### config.mk
export PLATFORM = sky130hd
export DESIGN_NAME = src_xfer_pacer
export DESIGN_NICKNAME = d
export VERILOG_FILES = /design/src/rtl/cdc_sync_pkg.sv /design/src/rtl/src_pace_fifo.sv /design/src/rtl/src_xfer_pacer.sv
export SDC_FILE = /design/constraint.sdc
export NUM_CORES = 1
export LEC_CHECK = 0
export ABC_AREA = 1
export CAP_MARGIN = 20
export CORE_MARGIN = 1
export CORE_UTILIZATION = 45
export CTS_BUF_LIST = sky130_fd_sc_hd__clkbuf_4 sky130_fd_sc_hd__clkbuf_8 sky130_fd_sc_hd__clkbuf_16
export CTS_CLUSTER_SIZE = 28
export DETAILED_ROUTE_END_ITERATION = 6
export PLACE_DENSITY_LB_ADDON = 0.12
export SLEW_MARGIN = 20
export SYNTH_ARGS = -nofsm -noshare
export SYNTH_HDL_FRONTEND = slang
export SYNTH_SLANG_ARGS = --single-unit
export TNS_END_PERCENT = 20
### constraint.sdc
create_clock -name i_src_clk -period 5.9 [get_ports i_src_clk]
set_input_delay 0.59 -clock i_src_clk [delete_from_list [all_inputs] [get_ports i_src_clk]]
set_output_delay 0.59 -clock i_src_clk [all_outputs]
set_load 0.1 [all_outputs]
### src/rtl/cdc_sync_pkg.sv
// Shared types and default sizing for the source-side transfer pacer and its
// enable-based bus synchronizer partner.
package cdc_sync_pkg;

  typedef enum logic {
    PACER_IDLE = 1'b0,
    PACER_GAP  = 1'b1
  } pacer_state_t;

  localparam int DEF_DATA_WIDTH = 32;
  localparam int DEF_FIFO_DEPTH = 4;
  localparam int DEF_GAP_CYCLES = 8;

endpackage

### src/rtl/src_pace_fifo.sv
// Small input buffer for the pacer: show-ahead head word, occupancy level, flush.
// Push is ignored when full, pop ignored when empty; flush beats both.
module src_pace_fifo
  import cdc_sync_pkg::*;
#(
  parameter int DATA_WIDTH = DEF_DATA_WIDTH,
  parameter int FIFO_DEPTH = DEF_FIFO_DEPTH
) (
  input  logic                                i_src_clk,
  input  logic                                i_src_rst_n,
  input  logic                                i_flush,
  input  logic                                i_push,
  input  logic [DATA_WIDTH-1:0]               i_push_data,
  input  logic                                i_pop,
  output logic [DATA_WIDTH-1:0]               o_head_data,
  output logic [$clog2(FIFO_DEPTH+1)-1:0]     o_level
);

  localparam int LW = $clog2(FIFO_DEPTH + 1);
  localparam int PW = $clog2(FIFO_DEPTH);

  logic [DATA_WIDTH-1:0] r_mem [FIFO_DEPTH];
  logic [PW-1:0]         r_wr_ptr;
  logic [PW-1:0]         r_rd_ptr;
  logic [LW-1:0]         r_level;
  logic                  w_full;
  logic                  w_empty;
  logic                  w_push;
  logic                  w_pop;

  assign w_full  = (r_level == LW'(FIFO_DEPTH));
  assign w_empty = (r_level == '0);
  assign w_push  = i_push && !w_full && !i_flush;
  assign w_pop   = i_pop && !w_empty && !i_flush;

  // Storage is deliberately unreset; only written slots are ever read.
  always_ff @(posedge i_src_clk) begin
    if (w_push) begin
      r_mem[r_wr_ptr] <= i_push_data;
    end
  end

  always_ff @(posedge i_src_clk or negedge i_src_rst_n) begin
    if (!i_src_rst_n) begin
      r_wr_ptr <= '0;
      r_rd_ptr <= '0;
      r_level  <= '0;
    end else if (i_flush) begin
      r_wr_ptr <= '0;
      r_rd_ptr <= '0;
      r_level  <= '0;
    end else begin
      if (w_push) begin
        r_wr_ptr <= r_wr_ptr + 1'b1;
      end
      if (w_pop) begin
        r_rd_ptr <= r_rd_ptr + 1'b1;
      end
      case ({w_push, w_pop})
        2'b10:   r_level <= r_level + 1'b1;
        2'b01:   r_level <= r_level - 1'b1;
        default: r_level <= r_level;
      endcase
    end
  end

  assign o_head_data = r_mem[r_rd_ptr];
  assign o_level     = r_level;

endmodule

### src/rtl/src_xfer_pacer.sv
// Buffers source words and issues them as single-cycle strobes spaced at least
// GAP_CYCLES apart; strobe one cycle after the pop decision, o_ready drops when full.
module src_xfer_pacer
  import cdc_sync_pkg::*;
#(
  parameter int DATA_WIDTH = DEF_DATA_WIDTH,
  parameter int FIFO_DEPTH = DEF_FIFO_DEPTH,
  parameter int GAP_CYCLES = DEF_GAP_CYCLES
) (
  input  logic                            i_src_clk,
  input  logic                            i_src_rst_n,
  input  logic                            i_flush,
  input  logic                            i_valid,
  input  logic [DATA_WIDTH-1:0]           i_data,
  output logic                            o_ready,
  output logic                            o_next_data_pulse,
  output logic [DATA_WIDTH-1:0]           o_src_data,
  output logic                            o_busy,
  output logic [$clog2(FIFO_DEPTH+1)-1:0] o_level
);

  localparam int LW = $clog2(FIFO_DEPTH + 1);
  localparam int CW = $clog2(GAP_CYCLES);

  pacer_state_t          r_state;
  logic [CW-1:0]         r_cnt;
  logic                  r_pulse;
  logic [DATA_WIDTH-1:0] r_src_data;
  logic [LW-1:0]         w_level;
  logic [DATA_WIDTH-1:0] w_head;
  logic                  w_push;
  logic                  w_pop;

  // Reset gating keeps upstream stalled while the block is held in reset.
  assign o_ready = i_src_rst_n && (w_level != LW'(FIFO_DEPTH)) && !i_flush;
  assign w_push  = i_valid && o_ready;
  assign w_pop   = (r_state == PACER_IDLE) && (w_level != '0) && !i_flush;

  src_pace_fifo #(
    .DATA_WIDTH (DATA_WIDTH),
    .FIFO_DEPTH (FIFO_DEPTH)
  ) u_fifo (
    .i_src_clk   (i_src_clk),
    .i_src_rst_n (i_src_rst_n),
    .i_flush     (i_flush),
    .i_push      (w_push),
    .i_push_data (i_data),
    .i_pop       (w_pop),
    .o_head_data (w_head),
    .o_level     (w_level)
  );

  // Leaving GAP at count 1 lets IDLE pop on the following edge, giving an
  // exact GAP_CYCLES strobe period when the buffer stays non-empty.
  always_ff @(posedge i_src_clk or negedge i_src_rst_n) begin
    if (!i_src_rst_n) begin
      r_state    <= PACER_IDLE;
      r_cnt      <= '0;
      r_pulse    <= 1'b0;
      r_src_data <= '0;
    end else begin
      r_pulse <= 1'b0;
      case (r_state)
        PACER_IDLE: begin
          if (w_pop) begin
            r_src_data <= w_head;
            r_pulse    <= 1'b1;
            r_cnt      <= CW'(GAP_CYCLES - 1);
            r_state    <= PACER_GAP;
          end
        end
        PACER_GAP: begin
          r_cnt <= r_cnt - 1'b1;
          if (r_cnt == CW'(1)) begin
            r_state <= PACER_IDLE;
          end
        end
        default: r_state <= PACER_IDLE;
      endcase
    end
  end

  assign o_next_data_pulse = r_pulse;
  assign o_src_data        = r_src_data;
  assign o_busy            = (w_level != '0) || (r_state == PACER_GAP);
  assign o_level           = w_level;

endmodule

==> results of run 1 <==
==> cells by family after synthesis <==
logic type | share of synthesized area (%)
AOI/OAI and AO/OA | 8.63
xor gates and xnor gates | 0.264
adders and majority gates | 1.44
buffers and inverters | 3.17
DFF | 74.7
and+or+nand+nor | 11.8
==> layout make-up <==
| cell class | instances | area, µm² | share of cell area (%) |
|---|---|---|---|
| Timing Repair Buffer | 79 | 818 | 10.0 |
| Inverter | 18 | 68.8 | 0.843 |
| Clock buffer | 18 | 433 | 5.30 |
| Sequential cell | 172 | 4950 | 60.6 |
| Multi-Input combinational cell | 312 | 1500 | 18.4 |
| Clock inverter | 14 | 176 | 2.16 |
| Tap cell | 180 | 225 | 2.76 |
==> Yosys cell counts <==
cell type / instances
o21ai_0: 55
buf_6: 2
a21oi_1: 2
nand2_1: 114
a31oi_1: 1
nor2_4: 1
buf_4: 5
inv_2: 4
xnor2_1: 2
clkbuf_1: 10
dfrtp_1: 44
nand3b_4: 1
inv_1: 14
fa_1: 1
nand2_2: 4
nand3_1: 6
nor2_1: 72
buf_2: 9
o22ai_1: 32
a22oi_1: 2
edfxtp_1: 128
ha_1: 6
o21ai_1: 13
==> sequential cells by signal (all words and copies together) (netlist names) <==
name	count
r_cnt	3
u_fifo.r_rd_ptr	2
u_fifo.r_wr_ptr	2
r_state	1
u_fifo.r_mem	128
o_src_data	32
o_next_data_pulse	1
u_fifo.o_level	3
==> how the worst min path moves through the flow <==
stage                        end  slack (ns)  cells after the start
3_5_place_dp      o_src_data[13]        0.46                      2
4_1_cts            o_src_data[0]        0.28                      2
2_1_floorplan  o_next_data_pulse        0.29                      0
5_1_grt            o_src_data[0]        0.32                      2
6_report           o_src_data[0]        0.26                      2
3_3_place_gp       o_src_data[1]        0.46                      2
==> critical path, cell delays in order <==
cell and delay, ns:
buf_2 0.08, buf_4 0.49, nand2_1 0.11, nor2_1 0.14, clkdlybuf4s50_1 1.15
==> power breakdown <==
part	total [mW]	internal [mW]	switching [mW]
Combinational	1.79	0.421	1.37
Clock	1.14	0.706	0.434
Sequential	1.55	1.46	0.0852
Total	4.48	2.59	1.89
==> per-layer routing <==
layer,share of wire (%),global-route usage [%],vias to the layer above
li1,-,-,1990
met1,48,25.8,2000
met2,47,28.2,89
met3,4.5,4.34,10
met4,1.1,7.30,0
met5,0,0,-
==> per-stage QoR <==
| stage | util [%] | setup WS (ns) | instances | hold WS, ns | cell area, µm² |
|---|---|---|---|---|---|
| after global placement | 53.1 | 2.73 | 758 | 0.462 | 7490 |
| after CTS | 57.4 | 2.68 | 790 | 0.282 | 8100 |
| after detailed placement | 53.1 | 2.67 | 758 | 0.465 | 7490 |
| after global routing | 57.9 | 2.57 | 793 | 0.321 | 8170 |
| after floorplan | - | 2.65 | 528 | 0.294 | 6620 |
| final | 57.9 | 2.72 | 793 | 0.262 | 8170 |
==> flow_metrics.py, run 1 <==
metrics = {
    "yosys": {
        "syn-num-nets": 571,
        "yosys_warnings": 0,
        "yosysTopAreaCellShare_pct": 58.0,
        "yosys.cell_types.count": 23,
        "ys_seq_elements": 172,
        "synth_area_leaders": "edfxtp_1 58%, dfrtp_1 17%, nand2_1 6.5%, o21ai_0 4.2%, nor2_1 4.1%",
        "synth_top_area_cell": "edfxtp_1",
        "postSynthCellCount": 528,
        "syn_area_um2": 6620,
        "avgSynthCellArea_um2": 12.5,
        "yosysSeqAreaShare_pct": 74.7,
    },
    "sta": {
        "rsz0062_at_grt": "no",
        "drv_slew": 0,
        "fmax_mhz": 315,
        "slew-limit-headroom_pct": 29.8,
        "setup-tns-final_ns": 0,
        "finalClockSkew_ns": 0.00594,
        "worstMarginPinSlew_ns": 1.05,
        "hold_violations": 0,
        "setup_viol": 0,
        "period_minus_slack_ns": 3.18,
        "fin_crit_sh_pct": 53.8,
    },
    "status": {
        "status": "finished clean",
    },
    "critical_path": {
        "worstPathRequired_ns": 5.31,
        "crit_path_end": "o_ready",
        "start_kind": "input port",
        "end_kind": "primary output",
        "critPathMaxFanout": 46,
        "critical_path_class": "input port to primary output",
        "timing.rr.end": "o_src_data[28]",
        "crit_start": "i_src_rst_n",
        "timing.rr.start": "u_fifo.r_rd_ptr[0]",
        "cp.arrival_ns": 2.59,
        "ff2ff_path_depth": 6,
        "r2r_slack_ns": 3.24,
    },
    "job": {
        "maxCapViolCount": 0,
    },
    "finish": {
        "final_common_cell": "edfxtp_1",
        "nets": 643,
        "final_cell_mix": "128 x edfxtp_1, 114 x nand2_1, 72 x clkdlybuf4s50_1",
        "syn2layout_area_growth_pct": 23.3,
        "drive_gt1_share_pct": 8.48,
        "fillers": 1152,
        "diodes": 0,
    },
    "clock_network": {
        "cts_setup_buffers": 0,
        "clockBufferDepth": 2,
        "clock_sinks": 172,
        "cts_tree": "yes",
        "cts_max_level": 4,
        "clk_latency_ns": 0.42,
        "root_buffer": "clkbuf_16",
        "clk_pin_slew_ns": 0.06,
        "cts_buffers": 17,
        "post_cts_resized": 0,
        "ctsHoldBuffers": 0,
    },
    "detailed_routing": {
        "via_per_inst": 5.16,
        "num_vias": 4089,
        "drtAntennaViolNets": 0,
        "firstDrtPassIters": 4,
        "routed_wl_um": 13100,
        "wl_per_cell_um": 16.6,
        "drt-initial-drc-count": 288,
        "route.detailed.drc": 0,
    },
    "pwr": {
        "power_leakage_nw": 3.10,
        "p_per_area_nw_per_um2": 549,
        "peakVddDrop_uv": 471,
        "power.total_mw": 4.48,
    },
    "place": {
        "io_buffer_count": 73,
        "place_hpwl_um": 7070,
        "place_congestion": 0.758,
    },
    "die": {
        "ios": 74,
        "die_w_um": 123,
        "start_util_pct": 47.0,
        "core.rowCount": 43,
        "die-area_um2": 15200,
        "fp.dieH_um": 123,
        "core_region_area_um2": 14100,
    },
    "worst_hold_path": {
        "hold_path_class": "input port to async pin",
    },
    "global_route": {
        "grt_use_total_pct": 18.6,
        "overflow": 0,
        "grt_pass1_wl_um": 20700,
        "antenna_found_initial": 0,
        "grt_pass1_vias": 3964,
        "grt_start_max_net_pins": 67,
    },
}
Power figures use the tool's default switching activity.
==> run 2: changes to the inputs <==
clock period = 2.7 ns   (was 5.9 ns; I/O delays follow)
==> run 2 against run 1 <==
Net effect:
- sequential share of layout area up 0.24 points
- clock-buffer cell count down 1
- design area down 0.40%
- combinational power up 120%
- global-route usage up 0.54 points
- hold slack better by 0.22 ns
- utilization down 0.23 points
- via count up 0.39%
- routed wire length up 1.3%
- critical path type unchanged
- critical endpoint unchanged
- largest power group unchanged
==> flow_metrics.py, run 2 (synthesis gave the netlist of run 1 again) <==
metrics = {
    "global_route": {
        "grt_pass1_wl_um": 21100,
        "overflow": 0,
        "grt_pass1_vias": 4089,
        "grt_start_max_net_pins": 66,
        "antenna_found_initial": 0,
        "grt_use_total_pct": 19.1,
    },
    "sta": {
        "finalWorstSetupSlack_ns": 0.436,
        "rsz0062_at_grt": "no",
        "hold_violations": 0,
        "setup_viol": 0,
        "whs_ns": 0.478,
        "worstMarginPinSlew_ns": 0.717,
        "fmax_mhz": 442,
        "slew-limit-headroom_pct": 52.2,
        "drv_slew": 0,
        "period_minus_slack_ns": 2.26,
        "fin_crit_sh_pct": 83.9,
        "finalClockSkew_ns": 0.0164,
    },
    "critical_path": {
        "cp.arrival_ns": 1.99,
        "end_kind": "primary output",
        "slowest_delay_ns": 0.52,
        "worstPathRequired_ns": 2.43,
        "crit_slowest_cell": "dlygate4sd3_1",
        "crit_top_cell": "buf_4",
        "crit_chain": "dlygate4sd3_1 > buf_2 > buf_4 > nand2_1 > nor2_2 > buf_4",
        "critPathMaxFanout": 45,
        "critical_path_class": "input port to primary output",
        "start_kind": "input port",
    },
    "pwr": {
        "switchingPower_mw": 4.17,
        "power_frac_comb_pct": 39.8,
        "p_per_area_nw_per_um2": 1190,
        "p_clk_share_pct": 25.1,
        "power_leakage_nw": 3.18,
        "switching_share_pct": 43.1,
        "p_seq_share_pct": 35.1,
        "power.total_mw": 9.68,
        "internal-power_mw": 5.50,
        "peakVddDrop_uv": 645,
    },
    "clock_network": {
        "cts_buffers": 17,
        "clk_pin_slew_ns": 0.06,
        "clk_latency_ns": 0.42,
        "ctsHoldBuffers": 1,
        "cts_setup_buffers": 0,
        "post_cts_resized": 0,
        "clockBufferDepth": 2,
        "cts_max_level": 4,
        "clock_sinks": 172,
        "root_buffer": "clkbuf_16",
        "cts_tree": "yes",
    },
    "finish": {
        "final_cell_area_um2": 8130,
        "top_register": "u_fifo.r_mem",
        "syn2layout_area_growth_pct": 22.8,
        "final_cell_mix": "128 x edfxtp_1, 114 x nand2_1, 67 x nor2_1",
        "largest_reg_flops": 128,
        "diodes": 0,
        "drive_gt1_share_pct": 15.9,
        "finalNonFillerCells": 802,
        "final_common_cell": "edfxtp_1",
        "nets": 652,
    },
    "detailed_routing": {
        "firstDrtPassIters": 4,
        "drt-initial-drc-count": 290,
        "route.detailed.drc": 0,
        "routed_wl_um": 13300,
        "via_per_inst": 5.12,
        "drtAntennaViolNets": 0,
        "num_vias": 4105,
        "wl_per_cell_um": 16.6,
    },
    "place": {
        "io_buffer_count": 73,
        "place_congestion": 0.766,
        "dp_cells": 769,
        "placement.cell_area_um2": 7530,
        "dp_slack_ns": 0.324,
        "place_hpwl_um": 7650,
    },
    "die": {
        "die_w_um": 123,
        "die-area_um2": 15200,
        "fp.dieH_um": 123,
        "core_region_area_um2": 14100,
        "core.rowCount": 43,
        "ios": 74,
        "start_util_pct": 47.0,
    },
    "worst_hold_path": {
        "hold_path_class": "flop to flop",
    },
    "job": {
        "maxCapViolCount": 0,
    },
    "status": {
        "status": "finished clean",
    },
}
==> run 2: changes by cell type in the layout (fill, tap and decap cells not counted), sizes merged <==
cell           delta
clkbuf            -1
buf              +46
clkinv            -2
dlygate4sd3       +1
clkdlybuf4s50    -38
inv               +3
clkinvlp          +1
bufinv            -1
==> run 2: final timing paths <==
kind | end | startpoint | slack (ns) | cells past startpoint
worst max-delay path | o_ready | i_src_rst_n | 0.44 | 6
worst min-delay path | o_src_data[2] | o_src_data[2] | 0.48 | 2
worst max register to register | u_fifo.o_level[2] | u_fifo.o_level[0] | 0.66 | 13
worst min register to register | o_src_data[2] | o_src_data[2] | 0.48 | 2
max in group asynchronous | u_fifo.r_rd_ptr[0] | i_src_rst_n | 1.74 | 3
min in group asynchronous | o_src_data[31] | i_src_rst_n | 0.52 | 3
==> run 2: stage by stage <==
stage | util, % | setup TNS [ns]
floorplan | - | -5.20
global placement | 53.4 | 0
detailed placement | 53.4 | 0
CTS | 57.7 | 0
global route | 57.7 | 0
finish | 57.7 | 0
==> run 2: worst max-delay path, delay by kind of cell <==
family / cells / cell delay [ns]
buffers and inverters: 4 / 1.44
and+or+nand+nor: 2 / 0.27
==> run 2: layout make-up <==
class	count	area (µm²)
clock buffers	17	425
clock inverters	15	173
fillers	1166	5960
inverters	18	67.6
multi-input cells	312	1500
flip-flops and latches	172	4950
well taps	180	225
repair buffers	88	796
==> run 2: power groups by stage <==
stage,Clock [mW],Sequential [mW],Combinational (mW)
after CTS,2.48,3.40,3.89
after floorplan,0,5.20,1.26
final,2.43,3.40,3.85
after detailed placement,0,3.45,3.88
after global routing,2.59,3.44,4.13
after global placement,0,3.44,3.84
==> run 2: layer usage <==
metal / vias up / wire (µm) / GRT usage [%]
li1: 2014 / - / -
met1: 1984 / 6090 / 25.3
met2: 101 / 6500 / 31.0
met3: 6 / 646 / 3.83
met4: 0 / 66 / 7.53
met5: - / 0 / 0
